==> src/rtl/cache_ctrl_fsm_pkg.sv <==
// Shared types for the CPU-side cache controller: MESI encoding, controller
// states, default ACE wait budget and small decode helpers.
package cache_pkg;

  typedef enum logic [1:0] {
    MESI_I = 2'b00,
    MESI_S = 2'b01,
    MESI_E = 2'b10,
    MESI_M = 2'b11
  } mesi_t;

  typedef enum logic [3:0] {
    ST_IDLE      = 4'd0,
    ST_LOOKUP    = 4'd1,
    ST_WRITEBACK = 4'd2,
    ST_REFILL    = 4'd3,
    ST_UPGRADE   = 4'd4,
    ST_UPDATE    = 4'd5,
    ST_RESPOND   = 4'd6
  } cache_ctrl_state_t;

  localparam int DEFAULT_ACE_TIMEOUT = 1024;

  // A line in I behaves as a miss even when its tag matches.
  function automatic logic is_miss(input logic hit, input mesi_t st);
    return (!hit) || (st == MESI_I);
  endfunction

  function automatic logic is_wait_state(input cache_ctrl_state_t st);
    return (st == ST_WRITEBACK) || (st == ST_REFILL) || (st == ST_UPGRADE);
  endfunction

endpackage

==> src/rtl/cache_ctrl_fsm_ace_wait_timer.sv <==
// Counts cycles spent waiting on ace_ready; expired flags the last allowed
// wait cycle so the controller can abort in that same cycle.
module ace_wait_timer #(
  parameter int TIMEOUT_CYCLES = 1024
) (
  input  logic clk,
  input  logic rst,
  input  logic clear,
  input  logic enable,
  output logic expired
);

  localparam int TO_W = $clog2(TIMEOUT_CYCLES);
  localparam logic [TO_W-1:0] CNT_MAX = TO_W'(TIMEOUT_CYCLES - 1);

  logic [TO_W-1:0] cnt_r;

  assign expired = enable && (cnt_r == CNT_MAX);

  // Wait-cycle counter; clear has priority so a new wait starts from zero.
  always_ff @(posedge clk) begin
    if (rst) begin
      cnt_r <= '0;
    end else if (clear) begin
      cnt_r <= '0;
    end else if (enable && (cnt_r != CNT_MAX)) begin
      cnt_r <= cnt_r + TO_W'(1);
    end else begin
      cnt_r <= cnt_r;
    end
  end

endmodule

==> src/rtl/cache_ctrl_fsm.sv <==
// Blocking, single-outstanding CPU cache controller sequencing lookup,
// victim writeback, refill and upgrade through the ACE controller.
module cache_ctrl_fsm
  import cache_pkg::*;
#(
  parameter int TIMEOUT_CYCLES = DEFAULT_ACE_TIMEOUT
) (
  input  logic       clk,
  input  logic       rst,
  input  logic       cpu_req_valid,
  input  logic       cpu_req_we,
  output logic       cpu_req_ready,
  output logic       cpu_resp_valid,
  output logic       cpu_resp_err,
  input  logic       snoop_active,
  input  logic       hit,
  input  logic [1:0] line_state,
  input  logic       rresp_shared,
  input  logic       ace_ready,
  output logic       read_req,
  output logic       write_req,
  output logic       invalid_req,
  output logic       lookup_en,
  output logic       data_wr_en,
  output logic       state_wr_en,
  output logic [1:0] state_wr_val,
  output logic       busy
);

  cache_ctrl_state_t state_r, next_state_s;
  mesi_t             ls_s;
  logic              we_r;
  logic              abort_s;
  logic              expired_s;
  logic              timer_clr_s;
  logic              timer_en_s;
  logic              refill_ld_s;
  logic              rd_r, wr_r, inv_r, upd_r, resp_r, err_r, busy_r;

  assign ls_s          = mesi_t'(line_state);
  assign cpu_req_ready = (state_r == ST_IDLE) && !snoop_active;
  assign lookup_en     = cpu_req_ready && cpu_req_valid;
  assign timer_en_s    = is_wait_state(state_r);
  assign timer_clr_s   = (next_state_s != state_r);
  // Load refill installs the line in the ace_ready cycle, while rresp_shared is valid.
  assign refill_ld_s   = (state_r == ST_REFILL) && ace_ready && !we_r;

  ace_wait_timer #(.TIMEOUT_CYCLES(TIMEOUT_CYCLES)) u_timer (
    .clk     (clk),
    .rst     (rst),
    .clear   (timer_clr_s),
    .enable  (timer_en_s),
    .expired (expired_s)
  );

  // Next-state decode; ace_ready beats an expiring timer in the same cycle.
  always_comb begin
    next_state_s = state_r;
    abort_s      = 1'b0;
    case (state_r)
      ST_IDLE: begin
        if (lookup_en) next_state_s = ST_LOOKUP;
        else           next_state_s = ST_IDLE;
      end
      ST_LOOKUP: begin
        if (!is_miss(hit, ls_s)) begin
          if (!we_r)                next_state_s = ST_RESPOND;
          else if (ls_s == MESI_S)  next_state_s = ST_UPGRADE;
          else                      next_state_s = ST_UPDATE;
        end else if (ls_s == MESI_M) begin
          next_state_s = ST_WRITEBACK;
        end else begin
          next_state_s = ST_REFILL;
        end
      end
      ST_WRITEBACK: begin
        if (ace_ready)      next_state_s = ST_REFILL;
        else if (expired_s) begin next_state_s = ST_RESPOND; abort_s = 1'b1; end
        else                next_state_s = ST_WRITEBACK;
      end
      ST_REFILL: begin
        if (ace_ready) begin
          if (!we_r)             next_state_s = ST_RESPOND;
          else if (rresp_shared) next_state_s = ST_UPGRADE;
          else                   next_state_s = ST_UPDATE;
        end else if (expired_s) begin
          next_state_s = ST_RESPOND;
          abort_s      = 1'b1;
        end else begin
          next_state_s = ST_REFILL;
        end
      end
      ST_UPGRADE: begin
        if (ace_ready)      next_state_s = ST_UPDATE;
        else if (expired_s) begin next_state_s = ST_RESPOND; abort_s = 1'b1; end
        else                next_state_s = ST_UPGRADE;
      end
      ST_UPDATE:  next_state_s = ST_RESPOND;
      ST_RESPOND: next_state_s = ST_IDLE;
      default:    next_state_s = ST_IDLE;
    endcase
  end

  // State register plus Moore outputs registered from the next state.
  always_ff @(posedge clk) begin
    if (rst) begin
      state_r <= ST_IDLE;
      we_r    <= 1'b0;
      rd_r    <= 1'b0;
      wr_r    <= 1'b0;
      inv_r   <= 1'b0;
      upd_r   <= 1'b0;
      resp_r  <= 1'b0;
      err_r   <= 1'b0;
      busy_r  <= 1'b0;
    end else begin
      state_r <= next_state_s;
      we_r    <= lookup_en ? cpu_req_we : we_r;
      rd_r    <= (next_state_s == ST_REFILL);
      wr_r    <= (next_state_s == ST_WRITEBACK);
      inv_r   <= (next_state_s == ST_UPGRADE);
      upd_r   <= (next_state_s == ST_UPDATE);
      resp_r  <= (next_state_s == ST_RESPOND);
      err_r   <= abort_s;
      busy_r  <= (next_state_s != ST_IDLE);
    end
  end

  // New line state: M after a store, S/E after a load refill, I otherwise.
  always_comb begin
    state_wr_val = MESI_I;
    if (upd_r) begin
      state_wr_val = MESI_M;
    end else if (refill_ld_s) begin
      state_wr_val = rresp_shared ? MESI_S : MESI_E;
    end else begin
      state_wr_val = MESI_I;
    end
  end

  assign read_req       = rd_r;
  assign write_req      = wr_r;
  assign invalid_req    = inv_r;
  assign data_wr_en     = upd_r;
  assign state_wr_en    = upd_r || refill_ld_s;
  assign cpu_resp_valid = resp_r;
  assign cpu_resp_err   = err_r;
  assign busy           = busy_r;

endmodule

==> config.mk <==
export PLATFORM = sky130hd
export DESIGN_NAME = cache_ctrl_fsm
export DESIGN_NICKNAME = d
export VERILOG_FILES = /design/src/rtl/cache_ctrl_fsm_pkg.sv /design/src/rtl/cache_ctrl_fsm_ace_wait_timer.sv /design/src/rtl/cache_ctrl_fsm.sv
export SDC_FILE = /design/constraint.sdc
export NUM_CORES = 1
export LEC_CHECK = 0
export CORE_UTILIZATION = 45
export CTS_BUF_LIST = sky130_fd_sc_hd__clkbuf_16
export CTS_CLUSTER_DIAMETER = 80
export CTS_CLUSTER_SIZE = 40
export DETAILED_ROUTE_END_ITERATION = 8
export GPL_ROUTABILITY_DRIVEN = 0
export PLACE_DENSITY = 0.74
export SLEW_MARGIN = 20
export SYNTH_ARGS = -nofsm -noshare
export SYNTH_HDL_FRONTEND = slang
export SYNTH_SLANG_ARGS = --single-unit
export TNS_END_PERCENT = 5
==> constraint.sdc <==
create_clock -name clk -period 1.8 [get_ports clk]
set_clock_uncertainty 0.1 [all_clocks]
set_input_delay 0.18 -clock clk [delete_from_list [all_inputs] [get_ports clk]]
set_output_delay 0.18 -clock clk [all_outputs]
set_load 0.02 [all_outputs]
==> impl_metrics.toml <==
[clock_network]
cts-buffers-inserted = 3
clock-sinks = 21
root_buffer = "clkbuf_16"
clockBufferDepth = 2
cts_tree = "built"
clk_pin_slew_ps = 60
clock_latency_ps = 250
cts-htree-levels = 1

[logic_synthesis]
synthFlopType = "dfxtp_1"
synth_edf_count = 0
syn_nets = 138
synth_top_cell_by_area = "dfxtp_1"
yosysMostFrequentCell = "dfxtp_1"
synthCells = 127
synth-seq-cells = 21
synth_top_area_share_pct = 38.98
synth_area_sq_mm = 0.001079
yosysSeqAreaShare_pct = 38.98
yosys-top-cells-count = "dfxtp_1, nor2_1, a21oi_1, nand2_1, inv_1"
synth.area.top_cells = "dfxtp_1, nor2_1, a21oi_1, xnor2_1, nand2_1"
avgSynthCellArea_sq_um = 8.492
yosysWarnings = 0
async_flop_share_pct = 0
yosysUniqueCellTypes = 41

[placed_design]
dpl_worst_slack_ps = -395.4
port_buffers = 21
place_hpwl_mm = 2.311
place_inst = 211
dpl_cell_area_sq_mm = 0.001643

[timing]
slew_viol_final = 0
period_minus_slack_ps = 1866
setup_viol = 6
final_hold_viol_count = 0
setup_ws_ps = -66.03
fmaxAchievable_mhz = 535.9
hold_slack_ps = 391.3
worst_pin_slew_ps = 343.9
period_share_pct = 103.7
rsz0062_at_grt = "yes"
relSlewSlack_pct = 77.07

[worst_setup_path]
r2r_cells = 7
start_kind = "flop"
arrival_ps = 1930
path_class = "reg2reg"
worstPathRequired_ps = 1870
cp_max_fo = 4
end_kind = "flop"

[final_layout]
fin_cells = 215
synthToLayoutAreaGrowth_pct = 63.69
finalInstanceArea_sq_mm = 0.001765
nets = 199
drive_above_1_share_pct = 36.36
diodes = 0
largest_reg_flops = 10
largestRegisters = "u_timer.cnt_r: 10 flops, state_r: 3 flops"
top_register = "u_timer.cnt_r"

[die]
fp.dieW_um = 50.96
start_util_pct = 48.29
row_count = 17
die-area_sq_mm = 0.002596
core-area_sq_mm = 0.002233
fp.dieH_um = 50.96
ioPinCount = 22

[global_routing]
grt_use_total_pct = 27.36
grt_antenna_before_repair = 0
grt-ovfl-total = 0
grt_pass1_wl_mm = 5.181
grt_max_degree = 13
grt_pass1_vias = 1220

[detailed_routing]
drc = 0
routed_wl_mm = 3.159
drt_pre_antenna_iters = 4
ant_nets = 0
wl_per_cell_um = 14.69
drt_iter0_drc = 18
via_per_inst = 5.549
num_vias = 1193

[power_and_ir_drop]
clkPwrFrac_pct = 32.9
p_int_uw = 1017
p_sw_uw = 417.9
power_uw = 1435
leakage_uw = 0.0007110
p_per_area_mw_per_mm2 = 812.7
ir_worst_vdd_v = 0.0009378
p_seq_share_pct = 36.2
p_sw_share_pct = 29.12
combPwrFrac_pct = 30.9

[worst_hold_path]
holdPathStages = 3
holdCritPathClass = "in2reg"

[outcome]
status = "finished, violations left"
violations = "negative setup slack"

[job]
maxCapViolations = 0
-- critical path, cell delays in order, from the launching register on --
cell and delay, ps:
dfxtp_2 350, ha_4 150, nand3_4 80, or3_4 350, o31a_1 290, a21boi_4 170
buf_4 140, a31oi_1 160
-- path summary, 6_finish.rpt --
| kind | startpoint | slack, ps | to |
|---|---|---|---|
| worst min-delay path | cpu_req_we | 390 | we_r$_SDFFE_PP0N_ |
| worst max register to register | u_timer.cnt_r[0]$_SDFFE_PP0P_ | -70 | busy$_SDFF_PP0_ |
| worst max-delay path | u_timer.cnt_r[0]$_SDFFE_PP0P_ | -70 | busy$_SDFF_PP0_ |
| worst min register to register | u_timer.cnt_r[9]$_SDFFE_PP0P_ | 480 | u_timer.cnt_r[9]$_SDFFE_PP0P_ |
-- kinds of logic (layout without fill, tap and decap cells) --
family	count (synthesis)	in the layout	share of synthesized area, %
fa+ha+maj	1	1	1.160
compound gates	32	32	21.35
xor+xnor	7	7	5.685
simple gates	53	53	27.96
flops	21	21	38.98
buf+inv	13	73	4.872
-- power groups by stage --
stage | clock network [uW] | logic (uW) | registers [uW]
finish | 472 | 443 | 520
global route | 497 | 477 | 522
CTS | 473 | 425 | 517
detailed placement | 0 | 421 | 526
global placement | 0 | 408 | 526
floorplan | 0 | 203 | 535
-- stage by stage --
step | TNS, ps | util (%)
after global routing | -1174 | 79.05
after floorplan | -10.63 | -
after CTS | -293.4 | 77.87
after detailed placement | -5480 | 73.56
final | -202.8 | 79.05
after global placement | -3085 | 73.56
-- metal layers --
metal	share of wire, %	GRT usage (%)
met5	0	0
met2	53	50.88
met1	41	29.40
met4	2.3	12.96
met3	3.5	4.762
-- cell usage in the layout, fill, tap and decap left out, types with 3 or more instances in the layout --
| cell type | n |
|---|---|
| buf_4 | 40 |
| dfxtp_1 | 16 |
| clkdlybuf4s50_1 | 16 |
| nor2_1 | 13 |
| nand2_1 | 9 |
| a21oi_1 | 8 |
| inv_1 | 7 |
| nand3_1 | 6 |
| nor3_1 | 6 |
| xnor2_1 | 5 |
| dfxtp_2 | 5 |
| o21ai_0 | 4 |
| clkbuf_16 | 3 |
| dlygate4sd2_1 | 3 |
-- cell type report --
type,instances,area (sq um)
repair buffers,62,514.2
flip-flops and latches,21,426.7
inverters,7,26.28
fillers,156,467.9
clock inverters,1,5.005
clock buffers,3,75.07
well taps,28,35.03
multi-input cells,93,683.2
-- timing repair --
action	in CTS	in global routing
hold buffers	0	0
resized for setup	14	11
endpoints found under the setup margin	22	19
setup buffers	0	0
pin swaps	3	3
Power figures use the tool's default switching activity.
